[config.mk]
export PLATFORM = sky130hd
export DESIGN_NAME = interval_timer
export DESIGN_NICKNAME = d
export VERILOG_FILES = /design/src/rtl/interval_timer.sv
export SDC_FILE = /design/constraint.sdc
export NUM_CORES = 1
export LEC_CHECK = 0
export ABC_AREA = 1
export CORE_MARGIN = 2
export CORE_UTILIZATION = 47
export DETAILED_ROUTE_END_ITERATION = 8
export GPL_ROUTABILITY_DRIVEN = 0
export GPL_TIMING_DRIVEN = 0
export PLACE_DENSITY = 0.82
export RECOVER_POWER = 25
export SYNTH_ARGS = -nofsm -noshare
export SYNTH_HDL_FRONTEND = slang
export SYNTH_SLANG_ARGS = --single-unit
[constraint.sdc]
create_clock -name clk -period 1.95 [get_ports clk]
set_input_delay 0.39 -clock clk [delete_from_list [all_inputs] [get_ports clk]]
set_output_delay 0.39 -clock clk [all_outputs]
set_load 0.1 [all_outputs]
[src/rtl/interval_timer.sv]
// Interval timer: fetches a seconds value from the time-parameter store, optionally
// doubles it, counts it down on a 1 Hz enable and pulses expired at the end.
module interval_timer #(
  parameter int VALUE_W = 4,
  parameter int SEL_W   = 2
) (
  input  logic               clk,
  input  logic               reset,
  input  logic               start_timer,
  input  logic [SEL_W-1:0]   interval_sel,
  input  logic               double_interval,
  input  logic               one_hz_enable,
  output logic [SEL_W-1:0]   param_select,
  input  logic [VALUE_W-1:0] param_value,
  output logic [VALUE_W:0]   remaining,
  output logic               busy,
  output logic               expired,
  output logic [1:0]         state_dbg
);

  // Handshake: start_timer is a valid-only request with no ready; it is accepted
  // in every state and a start seen in FETCH/COUNT/DONE restarts the interval.

  typedef enum logic [1:0] {
    IDLE  = 2'd0,
    FETCH = 2'd1,
    COUNT = 2'd2,
    DONE  = 2'd3
  } state_t;

  localparam logic [SEL_W-1:0] SEL_YEL  = SEL_W'(2);
  localparam logic [SEL_W-1:0] SEL_RSVD = SEL_W'(3);
  localparam logic [VALUE_W:0] REM_ONE  = (VALUE_W+1)'(1);
  localparam logic [VALUE_W:0] REM_ZERO = '0;

  state_t             state, state_n;
  logic [SEL_W-1:0]   sel_n;
  logic               dbl, dbl_n;
  logic [VALUE_W:0]   rem_n;
  logic [SEL_W-1:0]   sel_coerced;
  logic [VALUE_W:0]   load_value;

  // The reserved selector code maps onto the yellow interval.
  assign sel_coerced = (interval_sel == SEL_RSVD) ? SEL_YEL : interval_sel;
  assign load_value  = dbl ? {param_value, 1'b0} : {1'b0, param_value};

  always_ff @(posedge clk or negedge reset) begin
    if (!reset) begin
      state        <= IDLE;
      param_select <= '0;
      dbl          <= 1'b0;
      remaining    <= '0;
    end else begin
      state        <= state_n;
      param_select <= sel_n;
      dbl          <= dbl_n;
      remaining    <= rem_n;
    end
  end

  always_comb begin
    state_n = state;
    sel_n   = param_select;
    dbl_n   = dbl;
    rem_n   = remaining;
    if (start_timer) begin
      // A start in any state wins over counting, loading or expiring.
      sel_n   = sel_coerced;
      dbl_n   = double_interval;
      state_n = FETCH;
    end else begin
      case (state)
        IDLE: state_n = IDLE;
        FETCH: begin
          rem_n   = load_value;
          state_n = (load_value == REM_ZERO) ? DONE : COUNT;
        end
        COUNT: begin
          if (one_hz_enable) begin
            rem_n = remaining - REM_ONE;
            if (remaining == REM_ONE) state_n = DONE;
          end
        end
        DONE: state_n = IDLE;
        default: state_n = IDLE;
      endcase
    end
  end

  assign busy      = (state == FETCH) || (state == COUNT);
  assign expired   = (state == DONE);
  assign state_dbg = state;

endmodule

# Yosys cells after proc, flatten, opt, wreduce, memory -nomap -nowiden
# Cells that the tools add are included.
[classes]
n_reduce_logical = 7
bitwise = 1
eq_ne = 8
n_addsub = 1
muxes = 9
[ops]
columns = ["operator", "n"]
rows = [
  ["$mux 5", 2],
  ["$pmux 5 s2", 1],
  ["$mux 2", 4],
  ["$eq 2x2->1 const B", 3],
  ["$ne 3x3->1 const B", 2],
  ["$pmux 2 s3", 1],
  ["$eq 5x1->1 const B", 1],
  ["$logic_not 5->1", 1],
  ["$sub 5x1->5 const B", 1],
  ["$reduce_and 3->1", 1],
  ["$eq 2x1->1 const B", 1],
  ["$logic_not 2->1", 1],
  ["$ne 2x2->1 const B", 1],
  ["$reduce_and 2->1", 1],
  ["$reduce_bool 2->1", 1],
  ["$reduce_or 2->1", 1],
  ["$logic_or 1x1->1", 1],
  ["$mux 1", 1],
  ["$not 1->1", 1],
]
[totals]
regBits = 10
inputBits = 11
elab_cells = 30
output_inout_bits = 11

# Depth between registers and ports, before layout
[depth]
ltp_word = 5
depth_mapped = 8
mapped_depth_nobuf = 8

# Worst setup path after synthesis
# OpenSTA, ideal clock, no wires.
[synth_path]
path_type = "reg-to-output"
start = "register state[0] (netlist: state_dbg[0])"
end = "output busy"
required_ns = 1.560
path_buffers = 0
path_slack_ns = -0.467
stages_incl_launch_ff = 4
arrival_time_ns = 2.027
cell_sequence = "dfrtp_1 inv_1 ha_1 inv_1"
[synth_between]
elab_chain_len = 2
word_cells_on_any_way = 3
classes_between = "eq/ne: 2; reduce/logical: 1"
[synth_rtl]
columns = ["element", "line", "text"]
rows = [
  ["start: declaration", "36", "state_t state, state_n;"],
  ["start signal: assignment", "54", "state <= state_n;"],
  ["$eq 2x1->1 or $eq 2x2->1 (tied branches)", "90", "assign busy = (state == FETCH) || (state == COUNT);"],
  ["$logic_or 1x1->1 *", "90", ""],
  ["end: declaration", "16", "output logic busy,"],
]
# Every way passes the cells marked *; elsewhere a longest branch is shown, timed or not.

# Final worst setup path
[layout_path]
start = "register state[1] (netlist: state_dbg[1])"
end = "output state_dbg[1]"
[layout_rtl]
columns = ["element", "line", "text"]
rows = [
  ["end: declaration", "18", "output logic [1:0] state_dbg"],
]
# No word-level cell between the ends.

==> impl_metrics.py <==
metrics = {
    "routing": {
        "firstDrtPassIters": 4,
        "antenna_left": 0,
        "vias": 687,
        "drcViolationCount": 0,
        "wl_mm": 1.50,
        "vias_per_cell": 5.24,
        "wl_per_cell_um": 11.4,
        "drt_iter0_markers": 16,
    },
    "place": {
        "hpwl_mm": 1.19,
        "dp_worst_setup_slack_ns": -0.498,
        "numPortBuffers": 21,
    },
    "synthesis": {
        "synthesis.instances": 91,
        "syn_avg_cell_area_um2": 7.27,
        "synthTopCellsByArea": "dfrtp_1 (38%), nand2_1 (11%), ha_1 (9.5%), inv_1 (7.4%), nor2_1 (7.4%)",
        "yosysSeqAreaShare_pct": 37.8,
        "synth_top_area_cell": "dfrtp_1",
        "ys_ff_latch": 10,
        "synth_cell_types": 17,
        "synth_warnings": 0,
        "synth_nets": 107,
        "synth_top_area_share_pct": 37.8,
        "synthesis.area_um2": 662,
    },
    "cells_and_area": {
        "syn2layout_area_growth_pct": 36.9,
        "diodes": 0,
        "multi_input_area_um2": 347,
        "nNetsFinal": 133,
        "seqCellArea_um2": 255,
        "drive_above_1_share_pct": 15.5,
        "nFillCells": 122,
    },
    "clocking": {
        "cts-root-buf": "clkbuf_4",
        "htreeDepth": 1,
        "cts_tree": "built",
        "clock_sinks": 10,
        "worstSkewPairLatency_ns": 0.26,
        "clock_tree.buffer_depth": 2,
        "clk_pin_slew_worst_paths_ns": 0.07,
        "numCtsBuffers": 3,
    },
    "floorplan": {
        "num_rows": 13,
        "initial_core_util_pct": 50.9,
        "chipWidth_um": 41.5,
        "die_height_um": 41.5,
        "core-area_um2": 1300,
        "die_area_um2": 1720,
        "ios": 22,
    },
    "setup_path": {
        "cp-start-kind": "flop",
        "path_cells": "dlygate4sd2_1",
        "path_max_fanout": 4,
        "required_ns": 1.56,
        "cp_slowest_cell": "dlygate4sd2_1",
        "path_delay_family": "buffers and inverters",
        "setup.worst_path.end_class": "output port",
        "max_stage_delay_ns": 0.86,
        "critPathBufInv": 1,
        "cp.arrival_ns": 1.52,
        "path_class": "flop to output port",
    },
    "global_routing": {
        "grt_use_total_pct": 19.8,
        "antenna_found_initial": 0,
        "grt_pass1_vias": 634,
        "grt_pass1_wl_mm": 2.63,
        "grt_max_degree": 11,
        "gr-total-overflow": 0,
    },
    "run_status": {
        "outcome": "complete, no violations",
    },
    "timing": {
        "fmax_mhz": 524,
        "setup_slack_ns": 0.0413,
        "finalCriticalPeriod_ns": 1.91,
        "hold_viol": 0,
        "fin_setup_tns_ns": 0,
        "slew_viol_final": 0,
        "setup_viol": 0,
        "maxSlewHeadroom_pct": 35.6,
        "clock-skew-final_ns": 0.00204,
        "worstMarginPinSlew_ns": 0.970,
        "finalCritPeriodShare_pct": 97.9,
        "rsz0062_at_grt": "no",
    },
    "hold_path": {
        "hp-class": "input pin to asynchronous set/reset pin",
    },
    "flow_run": {
        "drv_cap": 0,
    },
}
==> cell usage in the layout, fill, tap and decap left out <==
master	instances
buf_4	2
a22o_1	1
clkbuf_4	3
clkbuf_1	1
nand2_1	20
nand4_1	1
o21ai_4	1
nand3_1	5
nor2_1	13
dfrtp_2	1
o21ai_1	2
dlygate4sd2_1	5
clkbuf_2	3
ha_1	4
inv_2	3
o21ai_0	8
clkdlybuf4s15_1	1
a21oi_1	4
clkdlybuf4s15_2	1
inv_1	12
nor2_4	1
o22ai_1	2
dfrtp_4	1
dfrtp_1	8
a21boi_0	1
dlygate4sd3_1	1
clkdlybuf4s50_1	9
ha_2	1
clkinvlp_4	1
==> sequential cells by signal, indices dropped and copies added, names as in the netlist <==
register	cells
dbl	1
remaining	5
state_dbg	2
param_select	2
==> layout make-up <==
class                           instances  area share [%]
Buffer                                  1           0.829
Timing Repair Buffer                   21            20.7
Tap cell                               15            2.07
Multi-Input combinational cell         64            38.3
Sequential cell                        10            28.2
Inverter                               16            7.04
Clock buffer                            4            2.90
==> logic make-up (layout without fill, tap and decap cells) <==
logic type	Yosys count	in the layout	synth area share (%)
buffers and inverters	17	42	10.2
DFF	10	10	37.8
adders and majority gates	5	5	9.45
and+or+nand+nor	40	40	25.1
AOI/OAI and AO/OA	19	19	17.4
==> synth_stat cells (all sizes together) <==
library cell	instances
o21ai	11
nand4	1
nand3	5
inv	16
nand2	20
ha	5
a21oi	4
nor2	14
buf	1
a22o	1
o22ai	2
a21boi	1
dfrtp	10
==> stage by stage <==
stage	area, um2	util, %	std cells	hold slack [ns]
after floorplan	673	-	91	0.0944
after global placement	902	69.3	127	0.495
after detailed placement	902	69.3	127	0.502
after CTS	917	70.5	131	0.463
after global routing	906	69.6	131	0.525
final	906	69.6	131	0.512
==> what timing repair did <==
action / 4_1_cts / 5_1_grt
hold buffers: 0 / 0
resized for setup: 19 / 6
buffers inserted: 0 / 0
endpoints found under the setup margin: 11 / 4
==> layer usage <==
layer / vias up / track usage, % / share of wire [%] / routed length [um]
met3: 4 / 3.91 / 6.7 / 100
met1: 310 / 24.3 / 43 / 644
met2: 31 / 34.7 / 49 / 737
li1: 342 / - / - / -
met5: - / 0 / 0 / 0
met4: 0 / 5.81 / 0.94 / 14
==> worst paths after layout <==
check,startpoint,end,slack [ns],depth (start not counted)
setup / recovery,state_dbg[1],state_dbg[1],0.04,1
setup reg to reg,state_dbg[0],remaining[3],0.42,8
hold / removal,reset,remaining[1],0.51,1
min in group clk,param_select[1],param_select[1],0.52,2
max in group asynchronous,reset,state_dbg[0],1.08,1
hold reg to reg,param_select[1],param_select[1],0.52,2
Power is not shown: default switching activity piles up to over one toggle a cycle in this logic, so the estimate is an artifact.
